File: config.mk
export PLATFORM = sky130hd
export DESIGN_NAME = hs32_fetch
export DESIGN_NICKNAME = d
export VERILOG_FILES = /design/src/rtl/hs32_pkg.sv /design/src/rtl/hs32_fetch_fifo.sv /design/src/rtl/hs32_fetch.sv
export SDC_FILE = /design/constraint.sdc
export NUM_CORES = 1
export LEC_CHECK = 0
export CAP_MARGIN = 30
export CORE_ASPECT_RATIO = 1.4
export CORE_UTILIZATION = 47
export CTS_CLUSTER_DIAMETER = 30
export DETAILED_ROUTE_END_ITERATION = 8
export GPL_TIMING_DRIVEN = 0
export PLACE_DENSITY_LB_ADDON = 0.12
export SETUP_SLACK_MARGIN = 0.5
export SLEW_MARGIN = 25
export SYNTH_ARGS = -nofsm -noshare
export SYNTH_HDL_FRONTEND = slang
export SYNTH_SLANG_ARGS = --single-unit
File: constraint.sdc
create_clock -name clk -period 3.1 [get_ports clk]
set_input_delay 0.62 -clock clk [delete_from_list [all_inputs] [get_ports clk]]
set_output_delay 0.62 -clock clk [all_outputs]
set_load 0.01 [all_outputs]
File: src/rtl/hs32_pkg.sv
// Shared hs32 front-end types: fetch state, instruction size and address type.
package hs32_pkg;

  localparam int HS32_INSN_BYTES = 4;

  typedef logic [31:0] hs32_addr_t;

  typedef enum logic [1:0] {
    RUN  = 2'd0,
    HALT = 2'd1,
    ERR  = 2'd2
  } hs32_fstate_t;

endpackage

File: src/rtl/hs32_fetch_fifo.sv
// DEPTH-entry instruction word FIFO with synchronous clear; head is read combinationally.
module hs32_fetch_fifo
  import hs32_pkg::*;
#(
  parameter int DEPTH = 4,
  parameter int CW    = $clog2(DEPTH + 1)
) (
  input  logic          clk,
  input  logic          reset,
  input  logic          i_push,
  input  logic [31:0]   i_data,
  input  logic          i_pop,
  input  logic          i_clear,
  output logic [CW-1:0] o_count,
  output logic [31:0]   o_head
);

  localparam int AW = $clog2(DEPTH);

  logic [31:0]   r_mem [DEPTH];
  logic [AW-1:0] r_rd;
  logic [AW-1:0] r_wr;
  logic [CW-1:0] r_count;
  logic          w_pop;
  logic          w_push;

  // A full FIFO may still accept a push when the head leaves in the same cycle.
  assign w_pop  = i_pop && (r_count != '0);
  assign w_push = i_push && ((r_count != CW'(DEPTH)) || w_pop);

  always_ff @(posedge clk or negedge reset) begin
    if (!reset) begin
      r_rd    <= '0;
      r_wr    <= '0;
      r_count <= '0;
    end else if (i_clear) begin
      r_rd    <= '0;
      r_wr    <= '0;
      r_count <= '0;
    end else begin
      if (w_push) r_wr <= r_wr + AW'(1);
      if (w_pop)  r_rd <= r_rd + AW'(1);
      r_count <= r_count + CW'(w_push) - CW'(w_pop);
    end
  end

  always_ff @(posedge clk) begin
    if (w_push && !i_clear) r_mem[r_wr] <= i_data;
  end

  assign o_count = r_count;
  assign o_head  = r_mem[r_rd];

endmodule

File: src/rtl/hs32_fetch.sv
// hs32 instruction fetch front-end: credit-limited requests, in-order response buffering,
// redirect flush, halt and sticky fetch fault. Define HS32_FETCH_PERF_EN for perf counters.
module hs32_fetch
  import hs32_pkg::*;
#(
  parameter int         DEPTH    = 4,
  parameter hs32_addr_t RESET_PC = 32'h0000_0000
) (
  input  logic        clk,
  input  logic        reset,
  output logic        mreq_valid_o,
  input  logic        mreq_ready_i,
  output logic [31:0] mreq_addr_o,
  input  logic        mresp_valid_i,
  input  logic [31:0] mresp_data_i,
  input  logic        mresp_err_i,
  output logic        valid_o,
  input  logic        ready_i,
  output logic [31:0] op_o,
  output logic        banksel_o,
  input  logic        flush_i,
  input  logic [31:0] flush_pc_i,
  input  logic        flush_bank_i,
  input  logic        halt_i,
  output logic        err_o
`ifdef HS32_FETCH_PERF_EN
  ,
  output logic [31:0] perf_stall_o,
  output logic [15:0] perf_flush_o
`endif
);

  localparam int CW = $clog2(DEPTH + 1);

  hs32_fstate_t  r_state;
  hs32_addr_t    r_pc;
  logic [CW-1:0] r_out;
  logic [CW-1:0] r_drop;
  logic          r_bank;

  logic [CW-1:0] w_count;
  logic [31:0]   w_head;
  logic [CW:0]   w_used;
  logic          w_req;
  logic          w_pop;
  logic          w_live;
  logic          w_push;
  logic          w_fault;

  // r_out counts every request in flight, including the stale ones r_drop will discard.
  assign w_used  = {1'b0, w_count} + {1'b0, r_out};
  assign mreq_valid_o = reset && (r_state == RUN) && !flush_i && (w_used < (CW+1)'(DEPTH));
  assign mreq_addr_o  = r_pc;
  assign w_req   = mreq_valid_o && mreq_ready_i;
  assign w_pop   = valid_o && ready_i;
  assign w_live  = mresp_valid_i && (r_drop == '0) && (r_state != ERR);
  assign w_push  = w_live && !mresp_err_i && !flush_i;
  assign w_fault = w_live && mresp_err_i && !flush_i;

  hs32_fetch_fifo #(
    .DEPTH (DEPTH),
    .CW    (CW)
  ) u_fifo (
    .clk     (clk),
    .reset   (reset),
    .i_push  (w_push),
    .i_data  (mresp_data_i),
    .i_pop   (w_pop),
    .i_clear (flush_i),
    .o_count (w_count),
    .o_head  (w_head)
  );

  always_ff @(posedge clk or negedge reset) begin
    if (!reset) begin
      r_state <= RUN;
      r_pc    <= RESET_PC;
      r_out   <= '0;
      r_drop  <= '0;
      r_bank  <= 1'b0;
    end else begin
      r_out <= r_out + CW'(w_req) - CW'(mresp_valid_i);
      if (flush_i) begin
        r_state <= halt_i ? HALT : RUN;
        r_pc    <= flush_pc_i & ~hs32_addr_t'(3);
        r_bank  <= flush_bank_i;
        r_drop  <= r_out - CW'(mresp_valid_i);
      end else begin
        if (mresp_valid_i && (r_drop != '0)) r_drop <= r_drop - CW'(1);
        if (w_req) r_pc <= r_pc + hs32_addr_t'(HS32_INSN_BYTES);
        if (w_fault) r_state <= ERR;
        else if ((r_state == RUN) && halt_i) r_state <= HALT;
        else if ((r_state == HALT) && !halt_i) r_state <= RUN;
      end
    end
  end

  assign valid_o   = (w_count != '0);
  assign op_o      = w_head;
  assign banksel_o = r_bank;
  assign err_o     = (r_state == ERR) && (w_count == '0);

`ifdef HS32_FETCH_PERF_EN
  always_ff @(posedge clk or negedge reset) begin
    if (!reset) begin
      perf_stall_o <= '0;
      perf_flush_o <= '0;
    end else begin
      if (ready_i && !valid_o && (r_state == RUN) && (perf_stall_o != '1))
        perf_stall_o <= perf_stall_o + 32'd1;
      if (flush_i && (perf_flush_o != '1))
        perf_flush_o <= perf_flush_o + 16'd1;
    end
  end
`endif

endmodule

* Word-level counts from Yosys, hierarchy flattened
Memory sizes are Yosys's and may differ from the RTL's.
Index checks and enable logic that the tools add are counted.
** Storage, ports and cells
- Flip-flop bits (word level) :: 48
- Bits in latches :: 0
- RAM bits :: 128
- ROM bits :: 0
- Bits of input ports :: 73
- Output and inout port bits :: 68
- Memories kept :: 1
** Memories
- u_fifo.r_mem :: depth 4, width 32, rd ports 1, clocked after memory_dff 0, wr ports 1, RTL line hs32_fetch_fifo.sv:20 : logic [31:0] r_mem [DEPTH];
** Operators by class
- $add $sub $neg :: 10
- Multipliers :: 0
- Div/mod/pow operators :: 0
- Order comparisons :: 1
- Equality and inequality tests :: 4
- Shifts and indexed selects :: 0
- Mux-type cells :: 16
- Bitwise gates (word level) :: 0
- Reductions and logical operators :: 32
** Operators with widths (number)
- 2-to-1 mux 32 bit :: 2
- adder 32 x 3 -> 32 bit (second input constant) :: 1
- logical AND 1 bit :: 18
- 2-to-1 mux 2 bit :: 8
- 2-to-1 mux 3 bit :: 3
- subtractor 3 x 1 -> 3 bit :: 3
- nonzero test 2 bit :: 4
- adder 3 x 1 -> 3 bit :: 2
- zero test 3 bit :: 2
- nonzero test 3 bit :: 2
- adder 2 x 1 -> 2 bit (second input constant) :: 2
- adder 3 x 3 -> 4 bit :: 1
- less-than comparator 4 x 3 -> 1 bit (second input constant) :: 1
- nonzero test 4 bit :: 1
- zero test 1 bit :: 3
- 2-to-1 mux 1 bit :: 3
- != test 3 bit (second input constant) :: 1
- subtractor 3 x 1 -> 3 bit (second input constant) :: 1
- == test 2 x 1 -> 1 bit (second input constant) :: 1
- == test 2 bit (second input constant) :: 1
- zero test 2 bit :: 1
- != test 2 bit (second input constant) :: 1
- logical OR 1 bit :: 1

* Depth between registers and ports, before layout
Gate-level depths: netlist of the first run.
- Depth after elaboration :: 9
- Mapped depth :: 12
- Gate-level depth less buffers :: 11

* Cells and area by module
From an unflattened synthesis of the first run, not the netlist that was laid out.
** Unflattened totals
- Cells, all modules :: 484
- Area total of the unflattened synthesis :: 7649.8 um2
** By module, submodules not included
- hs32_fetch_fifo :: instances 1, cells an instance 212, area an instance 5146.2 um2
- hs32_fetch :: instances 1, cells an instance 272, area an instance 2503.7 um2

* Worst setup path after synthesis of the first run
Ideal clock, no wire load.
- Path type :: register to register
- Start :: register r_out[2]
- End :: register r_out[2]
- Library setup time :: 80 ps
- Data arrival time :: 2737 ps
- Required time :: 3020 ps
- Setup slack :: 283 ps
- Cell stages (with the launch flop) :: 13
- Cell sequence :: dfrtp_1 > ha_1 > nor4b_1 > and3_1 > buf_2 > nand2_1 > ha_1 > inv_1 > ha_1 > inv_1 > fa_1 > xnor2_1 > xnor2_1
** On the way
- Cells in the longest elaborated chain, start to end :: 6
** Ends and longest elaborated chain
- start, declared :: RTL line hs32_fetch.sv:37 : logic [CW-1:0] r_out;
- start signal, assigned :: RTL line hs32_fetch.sv:82 : r_out <= r_out + CW'(w_req) - CW'(mresp_valid_i);
- adder 3 x 3 -> 4 bit :: RTL line hs32_fetch.sv:51 : assign w_used = {1'b0, w_count} + {1'b0, r_out};
- less-than comparator 4 x 3 -> 1 bit :: RTL line hs32_fetch.sv:52 : assign mreq_valid_o = reset && (r_state == RUN) && !flush_i && (w_used < (CW+1)'(DEPTH));
- logical AND 1 bit :: RTL line hs32_fetch.sv:52
- logical AND 1 bit :: RTL line hs32_fetch.sv:54 : assign w_req = mreq_valid_o && mreq_ready_i;
- adder 3 x 1 -> 3 bit * :: RTL line hs32_fetch.sv:82
- subtractor 3 x 1 -> 3 bit * :: RTL line hs32_fetch.sv:82
Every way passes the cells marked *; elsewhere a longest branch is shown, timed or not.
A chain may end at the register's enable or synchronous reset.

* Final worst setup path of the first run
- Start :: register r_out[1]
- End :: register r_out[2]
Same word-level chain as after synthesis.

==> run metrics, run 1 <==
run status=finished clean; ordered cell list for the critical path=ha_4, a311oi_4, and3_4, buf_8, nand2_4, ha_4, inv_1, ha_2, inv_2, fa_2, xnor2_2, xnor2_1; instance count after placement with tap cells included=827; CP Class=flip-flop to flip-flop; register-to-register setup slack=500 ps; share of final-layout standard cells stronger than drive strength 1=18.5%; measured slew at the worst slew-check pin=761 ps; hold violation count in the final report=0; overflow left after global routing=0; crit start category=flip-flop; VDD IR-drop max=0.000361 V; initial antenna violation count=0; vertical die dimension=152 µm; critical path endpoint category=flip-flop; antenna-violating nets left=0; synthesized area=7530 µm²; pin count of the biggest net entering global routing=48; slowest stage delay, CP=430 ps; count of hold buffers inserted by post-cts repair=0; gp weighted congestion=0.878; Routed Wire Length=17,000 µm; Post-DP HPWL=11,500 µm; Final Net Count=753; clock tree from TritonCTS=done; clock buffer count from CTS=17; total power divided by cell area=664 nW/µm²; data arrival time of the worst path=2910 ps; row cnt=54; count of yosys warnings during synthesis=0; all-layer global routing usage=21.8%; Layout Area Growth over Synthesis=32.8%; filler cell count in the final layout=1,133; worst hold margin=82.2 ps; proportion of synthesized chip area in sequential cells=66.4%; number of antenna diodes=0; DR vias=4,951; Sequential Area=5000 µm²; fraction of synthesis flops using an asynchronous set or reset pin=26.4%; Maximum Capacitance Violations=0; overall power after layout=6.64 mW; core region area=15,600 µm²; wire length of the first global-routing pass=26,600 µm; Leak Pwr=3.55 nW; maximum clock frequency=385 MHz; per-cell routed wire length=19.5 µm; Yosys reg bits=174; cell at the slowest stage of the critical path=sky130_fd_sc_hd__dfrtp_2; number of sinks driven by the clock tree=174; Hold Path Class=input port to asynchronous set/reset pin; most used flip-flop cell after synthesis=sky130_fd_sc_hd__edfxtp_1; setup-violating endpoint count in the final report=0; final clock period utilization by the worst path=83.8%; time the worst path needs with I/O delays and setup=2600 ps; most common cell after layout, fill and taps aside=sky130_fd_sc_hd__edfxtp_1; Final Instance Count excl. Fillers=871; clock slew at reported path FFs=70 ps; mean instance size in the synthesized netlist=15.2 µm²; die outline area=16,500 µm²; input/output buffers=135; most frequent cell on the critical path=sky130_fd_sc_hd__ha_4; unrepaired setup endpoints after global routing=true; clock tree root driver cell=sky130_fd_sc_hd__clkbuf_16; most frequent cells in the layout=sky130_fd_sc_hd__edfxtp_1 (128), sky130_fd_sc_hd__clkdlybuf4s50_1 (100), sky130_fd_sc_hd__dfrtp_1 (42), sky130_fd_sc_hd__mux4_2 (32), sky130_fd_sc_hd__dlygate4sd2_1 (30); count of flip-flops with a built-in enable after synthesis=128; clk buf depth=2; highest fanout seen on the critical path=2; clock latency at the later pin of the worst-skew pair=430 ps; area used by multi-input combinational logic=2480 µm²; effective utilization at floorplan=48.2%; final slew viol count=0; level count of the clock H-tree=4; number of distinct library cell variants in the gate-level netlist after synthesis=45; Detailed Routing Iterations Pass 1=4; final setup skew=11.0 ps; remaining routing DRC violations=0; Cells after Synth=495; I/O pin total=141; vias per cell=5.68; Iteration-0 DRC Markers=286; Die Span X=109 µm; worst relative slew slack=48.8%; via count of the first global-routing pass=5,109; Worst EP required=3410 ps
metrics by stage:
stage               worst slack, ps  setup TNS (ps)  util, %  area [µm²]
global placement              -2050          -53470     58.7        9160
finish                          501               0     64.1       10000
floorplan                       477               0        -        7560
global route                    368               0     64.1       10000
detailed placement             -407           -2150     58.7        9160
CTS                             396               0     63.1        9860
routing by layer:
| layer | track usage, % | part of all wire, % | vias to the layer above |
|---|---|---|---|
| li1 | - | - | 2294 |
| met1 | 25.8 | 39 | 2448 |
| met2 | 37.7 | 53 | 175 |
| met3 | 4.02 | 5.6 | 34 |
| met4 | 10.7 | 2.5 | 0 |
| met5 | 0 | 0 | - |
cell families after synthesis:
family / after synthesis / share of synthesized area, %
xor gates and xnor gates: 11 / 1.28
AOI/OAI and AO/OA: 51 / 4.50
DFF: 174 / 66.4
buffers and inverters: 45 / 2.43
and+or+nand+nor: 153 / 11.3
adders and majority gates: 17 / 3.03
other: 1 / 0.0498
muxes: 43 / 11.1
cell type report:
cell class,count,area share [%]
Buffer,28,2.20
Clock buffer,17,4.26
Clock inverter,14,1.48
Inverter,17,0.638
Multi-Input combinational cell,277,24.8
Sequential cell,174,50.0
Tap cell,196,2.45
Timing Repair Buffer,148,14.2
cells in the mapped netlist, types with 2 or more instances:
cell	count	area (µm²)
sky130_fd_sc_hd__dfrtp_1	46	1150
sky130_fd_sc_hd__xnor2_1	6	52.6
sky130_fd_sc_hd__mux2_2	3	33.8
sky130_fd_sc_hd__nor2b_1	3	18.8
sky130_fd_sc_hd__nand2_1	29	109
sky130_fd_sc_hd__buf_1	2	7.51
sky130_fd_sc_hd__nand4_1	20	125
sky130_fd_sc_hd__or3_1	9	56.3
sky130_fd_sc_hd__buf_4	2	15.0
sky130_fd_sc_hd__and3_1	4	25.0
sky130_fd_sc_hd__inv_1	16	60.1
sky130_fd_sc_hd__o21ai_0	12	60.1
sky130_fd_sc_hd__nor2_1	29	109
sky130_fd_sc_hd__mux2i_1	8	80.1
sky130_fd_sc_hd__buf_2	5	25.0
sky130_fd_sc_hd__o31ai_1	12	90.1
sky130_fd_sc_hd__and4_1	2	17.5
sky130_fd_sc_hd__clkbuf_1	19	71.3
sky130_fd_sc_hd__a311o_1	3	30.0
sky130_fd_sc_hd__a31oi_1	16	100
sky130_fd_sc_hd__a21oi_1	2	10.0
sky130_fd_sc_hd__xor2_1	5	43.8
sky130_fd_sc_hd__mux4_2	32	721
sky130_fd_sc_hd__nand3_1	15	75.1
sky130_fd_sc_hd__nor3_1	4	20.0
sky130_fd_sc_hd__edfxtp_1	128	3840
sky130_fd_sc_hd__and2_1	5	31.3
sky130_fd_sc_hd__or4_1	15	113
sky130_fd_sc_hd__ha_1	15	188
sky130_fd_sc_hd__fa_1	2	40.0
sky130_fd_sc_hd__o211ai_1	3	22.5
sky130_fd_sc_hd__nor4_1	8	50.1
sky130_fd_sc_hd__nor4b_1	2	17.5
sky130_fd_sc_hd__nand2b_1	2	12.5
power breakdown:
| group | leakage, nW | switching [mW] | internal [mW] |
|---|---|---|---|
| registers | 1.69 | 0.136 | 2.63 |
| logic | 1.58 | 0.787 | 1.03 |
| clock network | 0.276 | 0.978 | 1.07 |
| total | 3.55 | 1.90 | 4.74 |
path summary, 6_finish.rpt:
kind	depth (start not counted)	startpoint	end
min reg2reg	1	mreq_addr_o[30]	mreq_addr_o[30]
max in group asynchronous	1	reset	u_fifo.o_count[2]
min in group clk	1	mreq_addr_o[30]	mreq_addr_o[30]
max	12	r_out[1]	r_out[2]
max reg2reg	12	r_out[1]	r_out[2]
min	1	reset	mreq_addr_o[15]
worst max-delay path: cells and delay by family (launching register included):
family / cells / cell delay [ps]
compound gates: 1 / 230
simple gates: 2 / 310
buf+inv: 3 / 190
xor+xnor: 2 / 260
flops: 1 / 430
fa+ha+maj: 4 / 1050
registers in the layout, indices dropped and copies added (netlist names):
signal / count
r_drop: 3
u_fifo.r_wr: 2
u_fifo.r_rd: 2
u_fifo.r_mem: 128
banksel_o: 1
u_fifo.o_count: 3
r_state: 2
mreq_addr_o: 30
r_out: 3
what timing repair did:
item	4_1_cts	5_1_grt
setup endpoints to repair	123	68
gates cloned	0	0
setup buffers	7	6
pin swaps	4	7
gates resized for setup	75	27
No activity file was read; power rests on OpenSTA's default activity.
==> inputs of run 2 (changes only) <==
==> constraint.sdc (replaced) <==
create_clock -name clk -period 2.61 [get_ports clk]
set_input_delay 0.522 -clock clk [delete_from_list [all_inputs] [get_ports clk]]
set_output_delay 0.522 -clock clk [all_outputs]
set_load 0.01 [all_outputs]
==> run metrics, run 2 (synthesis results as in run 1) <==
Final Instance Count excl. Fillers=920 (was 871); gp weighted congestion=0.860 (was 0.878); Worst EP required=2920 ps (was 3410 ps); area used by multi-input combinational logic=2650 µm² (was 2480 µm²); Iteration-0 DRC Markers=298 (was 286); hold violation count in the final report=0 (unchanged); Leak Pwr=3.90 nW (was 3.55 nW); overall power after layout=8.97 mW (was 6.64 mW); row cnt=54 (unchanged); Die Span X=109 µm (unchanged); most frequent cells in the layout=sky130_fd_sc_hd__edfxtp_1 (128), sky130_fd_sc_hd__clkdlybuf4s50_1 (99), sky130_fd_sc_hd__buf_6 (55), sky130_fd_sc_hd__dfrtp_1 (38), sky130_fd_sc_hd__mux4_2 (32) (was sky130_fd_sc_hd__edfxtp_1 (128), sky130_fd_sc_hd__clkdlybuf4s50_1 (100), sky130_fd_sc_hd__dfrtp_1 (42), sky130_fd_sc_hd__mux4_2 (32), sky130_fd_sc_hd__dlygate4sd2_1 (30)); effective utilization at floorplan=48.2% (unchanged); all-layer global routing usage=23.5% (was 21.8%); input/output buffers=135 (unchanged); most common cell after layout, fill and taps aside=sky130_fd_sc_hd__edfxtp_1 (unchanged); Layout Area Growth over Synthesis=43.6% (was 32.8%); Maximum Capacitance Violations=0 (unchanged); final clock period utilization by the worst path=98.8% (was 83.8%); Final Net Count=801 (was 753); I/O pin total=141 (unchanged); Largest register FFs=128 (unchanged); Sequential Area=5000 µm² (about the same); time the worst path needs with I/O delays and setup=2580 ps (was 2600 ps); final slew viol count=0 (unchanged); number of sinks driven by the clock tree=174 (unchanged); clock tree root driver cell=sky130_fd_sc_hd__clkbuf_16 (unchanged); via count of the first global-routing pass=5,450 (was 5,109); number of antenna diodes=0 (unchanged); run status=finished clean (unchanged); vias per cell=5.74 (was 5.68); measured slew at the worst slew-check pin=646 ps (was 761 ps); maximum clock frequency=388 MHz (was 385 MHz); antenna-violating nets left=0 (unchanged); instance count after placement with tap cells included=827 (unchanged); beginning of the worst register-to-register path=u_fifo.o_count[1] (was r_out[1]); worst relative slew slack=56.9% (was 48.8%); per-cell routed wire length=21.4 µm (was 19.5 µm); Hold Path Class=input port to asynchronous set/reset pin (unchanged); count of hold buffers inserted by post-cts repair=0 (unchanged); level count of the clock H-tree=4 (unchanged); clock slew at reported path FFs=80 ps (was 70 ps); core region area=15,600 µm² (unchanged); register with the most flip-flops=u_fifo.r_mem (unchanged); share of final-layout standard cells stronger than drive strength 1=31.8% (was 18.5%); clock latency at the later pin of the worst-skew pair=430 ps (about the same); die outline area=16,500 µm² (unchanged); clk buf depth=2 (unchanged); pin count of the biggest net entering global routing=48 (unchanged); clock tree from TritonCTS=done (unchanged); total power divided by cell area=829 nW/µm² (was 664 nW/µm²); highest fanout seen on the critical path=2 (unchanged); final setup skew=17.6 ps (was 11.0 ps); DR vias=5,278 (was 4,951); Worst Setup SP=u_fifo.o_count[1] (was r_out[1]); CP Class=flip-flop to flip-flop (unchanged); setup-violating endpoint count in the final report=0 (unchanged); Routed Wire Length=19,700 µm (was 17,000 µm); remaining routing DRC violations=0 (unchanged); clock buffer count from CTS=17 (unchanged); unrepaired setup endpoints after global routing=true (unchanged); overflow left after global routing=0 (unchanged); VDD IR-drop max=0.000572 V (was 0.000361 V); crit start category=flip-flop (unchanged); vertical die dimension=152 µm (unchanged); Detailed Routing Iterations Pass 1=4 (unchanged); wire length of the first global-routing pass=28,600 µm (was 26,600 µm); critical path endpoint category=flip-flop (unchanged); initial antenna violation count=0 (unchanged); data arrival time of the worst path=2890 ps (was 2910 ps); filler cell count in the final layout=1,074 (was 1,133); Post-DP HPWL=11,400 µm (was 11,500 µm)
==> run 2: cell count changes in the layout (fill, tap and decap cells not counted), moves of 4 or more <==
cell                            before  now
sky130_fd_sc_hd__buf_4              15   21
sky130_fd_sc_hd__dfrtp_1            42   38
sky130_fd_sc_hd__buf_12              3    9
sky130_fd_sc_hd__and2_4              4   16
sky130_fd_sc_hd__dfrtp_2             4    8
sky130_fd_sc_hd__inv_1              15   11
sky130_fd_sc_hd__clkbuf_2            6    2
sky130_fd_sc_hd__buf_6               0   55
sky130_fd_sc_hd__dlygate4sd2_1      30    0
==> run 2: path summary, 6_finish.rpt <==
kind / endpoint / slack (ps) / cells past startpoint
hold reg to reg: mreq_addr_o[30] / 510 / 1
hold / removal: mreq_addr_o[19] / 20 / 1
min in group clk: mreq_addr_o[30] / 510 / 1
setup / recovery: r_out[2] / 30 / 12
setup reg to reg: r_out[2] / 30 / 12
max in group asynchronous: r_out[1] / 2220 / 1
==> run 2: timing repair <==
| action | in CTS | in global routing |
|---|---|---|
| pin swaps | 12 | 10 |
| resized for setup | 197 | 92 |
| gates cloned | 8 | 7 |
| setup buffers | 26 | 20 |
| setup endpoints to repair | 194 | 196 |
| endpoints found under the hold margin | 0 | 0 |
==> run 2: through the flow <==
stage	setup TNS [ps]	setup slack [ps]	instance area (µm²)	hold slack, ps	utilization [%]
floorplan	0	56.6	7610	226	-
global placement	-116860	-2350	9210	491	59.0
detailed placement	-42530	-761	9200	510	59.0
CTS	0	36.4	10400	31.4	66.3
global route	-48.9	-48.9	10800	48.5	69.3
finish	0	32.6	10800	18.6	69.3
==> run 2: worst max-delay path, stage by stage, from the launching register on <==
cell,delay (ps)
sky130_fd_sc_hd__dfrtp_2,450
sky130_fd_sc_hd__ha_4,250
sky130_fd_sc_hd__a311oi_2,300
sky130_fd_sc_hd__and3_4,250
sky130_fd_sc_hd__buf_8,100
sky130_fd_sc_hd__nand2_4,50
sky130_fd_sc_hd__ha_4,240
sky130_fd_sc_hd__inv_2,60
sky130_fd_sc_hd__ha_4,110
sky130_fd_sc_hd__inv_2,30
sky130_fd_sc_hd__fa_2,340
sky130_fd_sc_hd__xnor2_2,150
sky130_fd_sc_hd__xnor2_1,130
==> run 2: per-layer routing <==
metal / GRT usage, % / vias to the layer above / wire, µm
met1: 26.7 / 2651 / 7200
met4: 8.04 / 0 / 276
li1: - / 2402 / -
met3: 4.83 / 21 / 1130
met2: 43.1 / 204 / 11100
met5: 0 / - / 0
==> run 2: area by class of cell <==
class                   instances  area share, %
well taps                     196           2.27
clock buffers                  18           3.97
plain buffers                  28           2.36
inverters                      17          0.613
repair buffers                185           18.4
flip-flops and latches        174           46.3
clock inverters                14           1.57
multi-input cells             288           24.5
==> run 2: power breakdown <==
group	switching, mW	internal (mW)	leakage (nW)
Clock	1.19	1.38	0.291
Sequential	0.167	3.13	1.69
Combinational	1.19	1.92	1.92
==> inputs of run 3 (changes only) <==
--- a/config.mk
+++ b/config.mk
@@ -9,6 +9,7 @@
 export CORE_ASPECT_RATIO = 1.4
 export CORE_UTILIZATION = 47
 export CTS_CLUSTER_DIAMETER = 30
+export CTS_CLUSTER_SIZE = 14
 export DETAILED_ROUTE_END_ITERATION = 8
 export GPL_TIMING_DRIVEN = 0
 export PLACE_DENSITY_LB_ADDON = 0.12
==> constraint.sdc (replaced) <==
create_clock -name clk -period 2.61 [get_ports clk]
set_input_delay 0.522 -clock clk [delete_from_list [all_inputs] [get_ports clk]]
set_output_delay 0.522 -clock clk [all_outputs]
set_load 0.05 [all_outputs]
==> run metrics, run 3 (synthesis results as in run 1) <==
run status=finished clean (unchanged); clock buffer count from CTS=17 (unchanged); Iteration-0 DRC Markers=319 (was 298); register with the most flip-flops=u_fifo.r_mem (unchanged); initial antenna violation count=0 (unchanged); clock tree from TritonCTS=done (unchanged); filler cell count in the final layout=1,048 (was 1,074); core region area=15,600 µm² (unchanged); overflow left after global routing=0 (unchanged); Detailed Routing Iterations Pass 1=5 (was 4); final clock period utilization by the worst path=98.0% (was 98.8%); most frequent cell on the critical path=sky130_fd_sc_hd__ha_4 (unchanged); overall power after layout=9.57 mW (was 8.97 mW); Hold Path Class=input port to asynchronous set/reset pin (unchanged); count of hold buffers inserted by post-cts repair=0 (unchanged); clock tree root driver cell=sky130_fd_sc_hd__clkbuf_16 (unchanged); all-layer global routing usage=24.2% (was 23.5%); Met3 Wirelength=1140 µm (was 1130 µm); Post-DP HPWL=11,300 µm (was 11,400 µm); number of antenna diodes=0 (unchanged); data arrival time of the worst path=2870 ps (was 2890 ps); register-to-register setup slack=50 ps (was 30 ps); via count of the first global-routing pass=5,488 (was 5,450); beginning of the worst register-to-register path=u_fifo.o_count[1] (unchanged); pin count of the biggest net entering global routing=48 (unchanged); row cnt=54 (unchanged); setup slack after layout=51.9 ps (was 32.6 ps); final setup skew=12.9 ps (was 17.6 ps); hold violation count in the final report=0 (unchanged); Layout Area Growth over Synthesis=44.4% (was 43.6%); clk buf depth=2 (unchanged); level count of the clock H-tree=4 (unchanged); crit start category=flip-flop (unchanged); vertical die dimension=152 µm (unchanged); final slew viol count=0 (unchanged); Final Net Count=789 (was 801); count of buffering cells on the critical path with inverters included=3 (unchanged); VDD IR-drop max=0.000570 V (was 0.000572 V); unrepaired setup endpoints after global routing=true (unchanged); core utilization of the finished layout=69.6% (was 69.3%); number of sinks driven by the clock tree=174 (unchanged); total power divided by cell area=880 nW/µm² (was 829 nW/µm²); input/output buffers=135 (unchanged); Die Span X=109 µm (unchanged); per-cell routed wire length=21.2 µm (was 21.4 µm); Worst EP required=2930 ps (was 2920 ps); remaining routing DRC violations=0 (unchanged); Routed Wire Length=19,200 µm (was 19,700 µm); CP Class=flip-flop to flip-flop (unchanged); worst relative slew slack=60.3% (was 56.9%); maximum clock frequency=391 MHz (was 388 MHz); cell at the slowest stage of the critical path=sky130_fd_sc_hd__dfrtp_2 (unchanged); ordered cell list for the critical path=ha_4, a311oi_4, and3_4, buf_8, nand2_4, ha_4, inv_2, ha_4, inv_2, fa_2, xnor2_2, xnor2_1 (was ha_4, a311oi_2, and3_4, buf_8, nand2_4, ha_4, inv_2, ha_4, inv_2, fa_2, xnor2_2, xnor2_1); minimum setup slack after placement=-614 ps (was -761 ps); DR vias=5,267 (was 5,278); Maximum Capacitance Violations=0 (unchanged); clock slew at reported path FFs=70 ps (was 80 ps); slowest stage delay, CP=430 ps (was 450 ps); setup-violating endpoint count in the final report=0 (unchanged); measured slew at the worst slew-check pin=590 ps (was 646 ps); highest fanout seen on the critical path=2 (unchanged); critical path endpoint category=flip-flop (unchanged); wire length of the first global-routing pass=29,200 µm (was 28,600 µm); end of the worst register-to-register path=r_out[2] (unchanged); antenna-violating nets left=0 (unchanged); share of final-layout standard cells stronger than drive strength 1=32.2% (was 31.8%); highest metal layer with signal wires=met4 (unchanged); M1 WL=7230 µm (was 7200 µm); time the worst path needs with I/O delays and setup=2560 ps (was 2580 ps); die outline area=16,500 µm² (unchanged); clock latency at the later pin of the worst-skew pair=430 ps (about the same); Largest register FFs=128 (unchanged); most common cell after layout, fill and taps aside=sky130_fd_sc_hd__edfxtp_1 (unchanged); worst hold margin=11.5 ps (was 18.6 ps); depth of the worst register-to-register path=12 (unchanged); category of cells accounting for the largest share of critical-path delay=adder cells (unchanged); most frequent cells in the layout=sky130_fd_sc_hd__edfxtp_1 (128), sky130_fd_sc_hd__clkdlybuf4s50_1 (68), sky130_fd_sc_hd__buf_8 (37), sky130_fd_sc_hd__mux4_2 (32), sky130_fd_sc_hd__dlygate4sd2_1 (30) (was sky130_fd_sc_hd__edfxtp_1 (128), sky130_fd_sc_hd__clkdlybuf4s50_1 (99), sky130_fd_sc_hd__buf_6 (55), sky130_fd_sc_hd__dfrtp_1 (38), sky130_fd_sc_hd__mux4_2 (32)); I/O pin total=141 (unchanged); gp weighted congestion=0.821 (was 0.860); vias per cell=5.80 (was 5.74); wire length on met2=10,500 µm (was 11,100 µm); effective utilization at floorplan=48.2% (unchanged); Leak Pwr=3.93 nW (was 3.90 nW)
## run 3: changes by cell type in the layout (fill, tap and decap cells not counted), sizes merged
cell and change:
and2 -4, clkinv +2, clkinvlp +2, bufinv -1
dlymetal6s2s +1, clkbuf -1, inv -2, clkdlybuf4s50 -31
buf -8, dlygate4sd2 +30
## run 3: power breakdown
| group | leakage [nW] | internal, mW | switching [mW] | total, mW |
|---|---|---|---|---|
| registers | 1.68 | 3.13 | 0.174 | 3.31 |
| clock network | 0.274 | 1.27 | 1.20 | 2.48 |
| logic | 1.97 | 1.89 | 1.90 | 3.79 |
## run 3: worst max path at each step
| stage | from | to | slack, ps | cells past startpoint |
|---|---|---|---|---|
| floorplan | u_fifo.o_count[1] | r_out[2] | 60 | 12 |
| detailed placement | reset | r_out[2] | -610 | 12 |
| CTS | u_fifo.o_count[1] | r_out[2] | 30 | 12 |
| global placement | reset | r_out[2] | -2280 | 12 |
| finish | u_fifo.o_count[1] | r_out[2] | 50 | 12 |
| global route | u_fifo.o_count[1] | r_out[2] | -20 | 12 |
## run 3: stage by stage
| stage | TNS (ps) | cell area, µm² | cells |
|---|---|---|---|
| 2_1_floorplan | 0 | 7660 | 496 |
| 3_3_place_gp | -135450 | 9260 | 827 |
| 3_5_place_dp | -59440 | 9260 | 827 |
| 4_1_cts | 0 | 10600 | 899 |
| 5_1_grt | -22.9 | 10900 | 908 |
| 6_report | 0 | 10900 | 908 |
## run 3: worst reg2reg max path, stage by stage (launching register included)
cell and delay (ps):
sky130_fd_sc_hd__dfrtp_2 430, sky130_fd_sc_hd__ha_4 250, sky130_fd_sc_hd__a311oi_4 300, sky130_fd_sc_hd__and3_4 270, sky130_fd_sc_hd__buf_8 110, sky130_fd_sc_hd__nand2_4 60
sky130_fd_sc_hd__ha_4 240, sky130_fd_sc_hd__inv_2 60, sky130_fd_sc_hd__ha_4 120, sky130_fd_sc_hd__inv_2 30, sky130_fd_sc_hd__fa_2 340, sky130_fd_sc_hd__xnor2_2 140
sky130_fd_sc_hd__xnor2_1 120
## run 3: layer usage
| layer | vias to the layer above | GRT usage, % |
|---|---|---|
| met3 | 24 | 5.60 |
| met5 | - | 0 |
| li1 | 2376 | - |
| met1 | 2654 | 28.7 |
| met2 | 213 | 42.6 |
| met4 | 0 | 8.99 |
## run 3: cell type report
class	instances	area (µm²)	share of cell area, %
timing repair buffer	177	2060	18.9
inverter	17	65.1	0.599
clock inverter	15	155	1.43
tap	196	245	2.26
clock buffer	17	425	3.91
sequential	174	5020	46.2
multi-input combinational	284	2650	24.3
buffer	28	259	2.38
## run 3: timing repair
action,4_1_cts,5_1_grt
endpoints found under the setup margin,224,192
gates cloned,8,1
buffers inserted,32,8
gates resized for setup,352,50
pin swaps,11,3
